===== src/rtl/data_port_arbiter.sv =====
// data_port_arbiter: two-master arbiter for one shared split-transaction data port.
// Define ARB_STARVE_GUARD_EN to let a starving m1 be forced through after STARVE_LIMIT m0 wins.
module data_port_arbiter #(
    parameter int OT_DEPTH     = 4,
    parameter int STARVE_LIMIT = 8
) (
    input  logic        clk,
    input  logic        resetn,
    input  logic        m0_req,
    input  logic [71:0] m0_cmd,
    output logic        m0_addr_ok,
    output logic        m0_data_ok,
    input  logic        m1_req,
    input  logic [71:0] m1_cmd,
    output logic        m1_addr_ok,
    output logic        m1_data_ok,
    output logic        data_req,
    output logic [71:0] data_cmd,
    input  logic        data_addr_ok,
    input  logic        data_data_ok,
    output logic        busy,
    output logic        resp_err
);
    localparam int PW = $clog2(OT_DEPTH);
    localparam int CW = PW + 1;
    localparam logic [0:0] IDLE = 1'b0;
    localparam logic [0:0] LOCK = 1'b1;

    logic [0:0]          state;
    logic                lock_id;
    logic [OT_DEPTH-1:0] ids;
    logic [PW-1:0]       wp;
    logic [PW-1:0]       rp;
    logic [CW-1:0]       count;
    logic                grant_id;
    logic                grant_req;
    logic                full;
    logic                push;
    logic                pop;
    logic                head;
    logic                force_m1;

`ifdef ARB_STARVE_GUARD_EN
    localparam int SW = $clog2(STARVE_LIMIT + 1);
    logic [SW-1:0] starve_cnt;

    assign force_m1 = m1_req && starve_cnt == SW'(STARVE_LIMIT);

    always_ff @(posedge clk or negedge resetn) begin
        if (!resetn)
            starve_cnt <= '0;
        else if (!m1_req || grant_id)
            starve_cnt <= '0;
        else if (state == IDLE && m0_req)
            starve_cnt <= starve_cnt + SW'(1);
    end
`else
    assign force_m1 = 1'b0;
`endif

    // grant_id may read 1 with no request pending; grant_req then masks it
    assign grant_id   = (state == LOCK) ? lock_id : (force_m1 || !m0_req);
    assign grant_req  = grant_id ? m1_req : m0_req;
    assign full       = count == CW'(OT_DEPTH);
    assign data_req   = resetn && grant_req && !full;
    assign data_cmd   = (resetn && grant_req) ? (grant_id ? m1_cmd : m0_cmd) : '0;
    assign push       = data_req && data_addr_ok;
    assign m0_addr_ok = push && !grant_id;
    assign m1_addr_ok = push && grant_id;
    assign pop        = resetn && data_data_ok && count != '0;
    assign head       = ids[rp];
    assign m0_data_ok = pop && !head;
    assign m1_data_ok = pop && head;
    assign busy       = count != '0;

    always_ff @(posedge clk or negedge resetn) begin
        if (!resetn) begin
            state   <= IDLE;
            lock_id <= 1'b0;
        end else if (state == IDLE && data_req && !data_addr_ok) begin
            state   <= LOCK;
            lock_id <= grant_id;
        end else if (state == LOCK && (!grant_req || push)) begin
            state   <= IDLE;
        end
    end

    always_ff @(posedge clk or negedge resetn) begin
        if (!resetn) begin
            wp       <= '0;
            rp       <= '0;
            count    <= '0;
            resp_err <= 1'b0;
        end else begin
            wp       <= push ? wp + PW'(1) : wp;
            rp       <= pop ? rp + PW'(1) : rp;
            count    <= count + CW'(push) - CW'(pop);
            resp_err <= resp_err || (data_data_ok && count == '0);
        end
    end

    // order entries need no reset: count gates every read
    always_ff @(posedge clk) begin
        if (push)
            ids[wp] <= grant_id;
    end
endmodule


===== config.mk =====
export PLATFORM = sky130hd
export DESIGN_NAME = data_port_arbiter
export DESIGN_NICKNAME = d
export VERILOG_FILES = /design/src/rtl/data_port_arbiter.sv
export SDC_FILE = /design/constraint.sdc
export NUM_CORES = 1
export LEC_CHECK = 0
export CORE_AREA = 2 2 89 91
export CTS_CLUSTER_SIZE = 25
export DETAILED_ROUTE_END_ITERATION = 6
export DIE_AREA = 0 0 91 93
export GPL_TIMING_DRIVEN = 0
export PLACE_DENSITY = 0.81
export REMOVE_ABC_BUFFERS = 1
export SLEW_MARGIN = 5
export SYNTH_ARGS = -nofsm -noshare
export SYNTH_HDL_FRONTEND = slang
export SYNTH_SLANG_ARGS = --single-unit

===== constraint.sdc =====
create_clock -name clk -period 3.1 [get_ports clk]
set_input_delay 0.775 -clock clk [delete_from_list [all_inputs] [get_ports clk]]
set_output_delay 0.775 -clock clk [all_outputs]
set_load 0.02 [all_outputs]

==> results.txt <==
Post-route clock period utilization - 97.2%
Overflow after GRT - 0
Post-DR wirelength/cell - 16.5 um
Number of top-level design ports - 229
Commonest cells in the synthesized netlist - 145 x sky130_fd_sc_hd__nand2_1, 71 x sky130_fd_sc_hd__a21oi_2, 15 x sky130_fd_sc_hd__buf_2
Average cell area after synthesis - 6.88 um2
CTS Root Cell - sky130_fd_sc_hd__clkbuf_8
Die area - 0.00846 mm2
Number of antenna violations at the first check in global routing - 0
Total standard cell area after synthesis - 0.00210 mm2
Die Ht - 93 um
First-pass detailed-route iteration total - 4
Hold Path Class - input port to asynchronous set/reset pin
Number of DRC violations after detailed routing - 0
P_leak - 0.00207 uW
Maximum number of pins on one net before global-route repair - 31
Placed insts - 616
Area Growth Syn to Fin - 126%
Longest Clk Path Bufs - 2
Number of flip-flops and latches in the synthesized netlist - 14
Crit path time final - 3.01 ns
Number of buffers added by the clock tree synthesis step - 3
Final GP Congestion - 0.798
Category of the worst setup path launch point - input port
Number of warnings issued by yosys - 0
Data required, critical path - 2.32 ns
Core Area - 0.00753 mm2
Number of slew-limit violations in the final report - 0
Number of setup violations in the final report - 0
Kind of critical path - input port to primary output
Number of DRC markers after the initial detailed-route iteration - 86
Most frequent cell after synthesis - sky130_fd_sc_hd__nand2_1
Quantity of I/O buffers inserted on ports - 228
Setup Skew - 0.00750 ns
Sequential cell area fraction in the yosys report - 17.6%
Kind of end point of the critical path - primary output
Number of distinct library cells after synthesis - 31
Global-route wire length before repair - 15.8 mm
CTS Sinks - 14
Routed vias - 2954
Final hold viol count - 0
DP Wirelength - 7.42 mm
Antenna violation net count after detailed routing - 0
Worst-case hold slack - 0.394 ns
EDFF count, synth - 4
Effective utilization at floorplan - 28.0%
Clock tree from TritonCTS - built
Post-layout utilization of the core - 63.3%
Maximum frequency from static timing analysis - 332 MHz
Final Instance Count excl. Fillers - 643
Number of diodes - 0
Ys flop type - sky130_fd_sc_hd__dfrtp_1
H-tree depth reported by CTS - 1
Yosys top cell by area - sky130_fd_sc_hd__a21oi_2
Via density per instance - 4.59
Total of max-cap violations - 0
Portion of synthesized cell area occupied by the leading cell type - 29.5%
Critical path arrival - 2.24 ns
Width of the chip - 91 um
Power per cell area - 550 mW/mm2
Rel. slew slack - 59.3%
Overall power of the completed layout - 2620 uW
Post-synthesis async set-or-reset flop share - 71.4%
Cells after Synth - 306
Total Routing Usage GR - 23.2%
Number of hold buffers added after CTS - 0
Maximum fanout count along the critical path - 3
Clock latency of the later-clocked register in the worst-skew pair - 0.24 ns
Layout cell share with drive strength beyond 1 - 27.2%
Number of global-route vias before repair - 3071
Overall routed net length - 10.6 mm
Maximum vdd drop - 0.000282 V
Number of rows in the core area - 32
Nets@finish - 699
Status - finished clean
Measured slew at the worst slew-check pin - 0.608 ns
Top area cells in the synthesized netlist - sky130_fd_sc_hd__a21oi_2 30%, sky130_fd_sc_hd__nand2_1 26%, sky130_fd_sc_hd__dfrtp_1 12%
RSZ-0062 raised after global routing - no
Clock-pin slew on the worst setup and hold paths - 0.06 ns
cell usage in the layout (no fill, tap or decap), types with 3 or more instances in the layout:
cell and count:
sky130_fd_sc_hd__clkdlybuf4s50_1 149, sky130_fd_sc_hd__nand2_1 145, sky130_fd_sc_hd__a21oi_2 69, sky130_fd_sc_hd__dlygate4sd2_1 28, sky130_fd_sc_hd__buf_4 23, sky130_fd_sc_hd__clkdlybuf4s15_1 18
sky130_fd_sc_hd__buf_2 12, sky130_fd_sc_hd__dfrtp_1 10, sky130_fd_sc_hd__inv_1 9, sky130_fd_sc_hd__clkdlybuf4s15_2 8, sky130_fd_sc_hd__and2_1 7, sky130_fd_sc_hd__ha_1 6
sky130_fd_sc_hd__buf_16 5, sky130_fd_sc_hd__xnor2_1 4, sky130_fd_sc_hd__clkbuf_8 4, sky130_fd_sc_hd__edfxtp_1 4, sky130_fd_sc_hd__o21ai_4 3, sky130_fd_sc_hd__bufbuf_16 3
power by group:
group / switching [uW] / leakage, uW / internal (uW)
sequential: 77.4 / 0.000153 / 269
clock: 63.7 / 0.0000288 / 112
combinational: 1130 / 0.00189 / 964
area by class of cell:
type	count	area (um2)
Multi-Input combinational cell	258	1610
Sequential cell	14	370
Clock buffer	4	55.1
Timing Repair inverter	1	8.76
Inverter	12	61.3
Timing Repair Buffer	252	2540
Fill cell	669	2760
Tap cell	102	128
flip-flops by register name, summed over array words and instances (netlist names):
register	flops
wp	2
state	1
count	3
lock_id	1
resp_err	1
ids	4
rp	2
per-layer routing:
layer  vias up  GRT usage [%]  wire length, um
li1       1462              -                -
met1      1352           27.1             4190
met2       130           43.6             5550
met3        10           5.72              748
met4         0           3.41              112
met5         -              0                0
final timing paths:
path                                     from            endpoint  slack (ns)  cells past startpoint
setup / recovery                 data_data_ok          m1_data_ok        0.09                      5
hold reg to reg            resp_err$_DFF_PN0_  resp_err$_DFF_PN0_        0.49                      1
min in group clk           resp_err$_DFF_PN0_  resp_err$_DFF_PN0_        0.49                      1
setup reg to reg            state$_DFFE_PN0P_  count[2]$_DFF_PN0_        0.32                     13
max in group asynchronous              resetn   rp[0]$_DFFE_PN0P_        2.53                      1
hold / removal                         resetn   wp[0]$_DFFE_PN0P_        0.39                      1
stage by stage:
step / setup slack, ns / cell area, um2 / TNS (ns)
global placement: -7.47 / 4350 / -565.02
global route: 0.00101 / 4760 / 0
finish: 0.0859 / 4760 / 0
detailed placement: -1.25 / 4470 / -84.85
floorplan: -3.17 / 1940 / -238.01
CTS: -0.0136 / 4750 / -0.0192
cells by family after synthesis:
family,count (synthesis),share of synthesized area (%)
xor gates and xnor gates,5,2.08
DFF,14,17.6
buffers and inverters,36,9.99
muxes,3,2.26
adders and majority gates,7,4.52
AOI/OAI and AO/OA,79,32.1
and+or+nand+nor,162,31.4
critical path: stages:
cell and delay [ns]:
sky130_fd_sc_hd__clkdlybuf4s50_1 0.48, sky130_fd_sc_hd__nand3_1 0.14, sky130_fd_sc_hd__inv_2 0.10, sky130_fd_sc_hd__and2_1 0.13
sky130_fd_sc_hd__clkdlybuf4s50_1 0.61
repair_timing:
action	4_1_cts	5_1_grt
pin swaps	4	2
resized for setup	202	12
setup buffers	15	1
setup endpoints to repair	79	67
cloned	7	0
No activity file was read; power rests on OpenSTA's default activity.
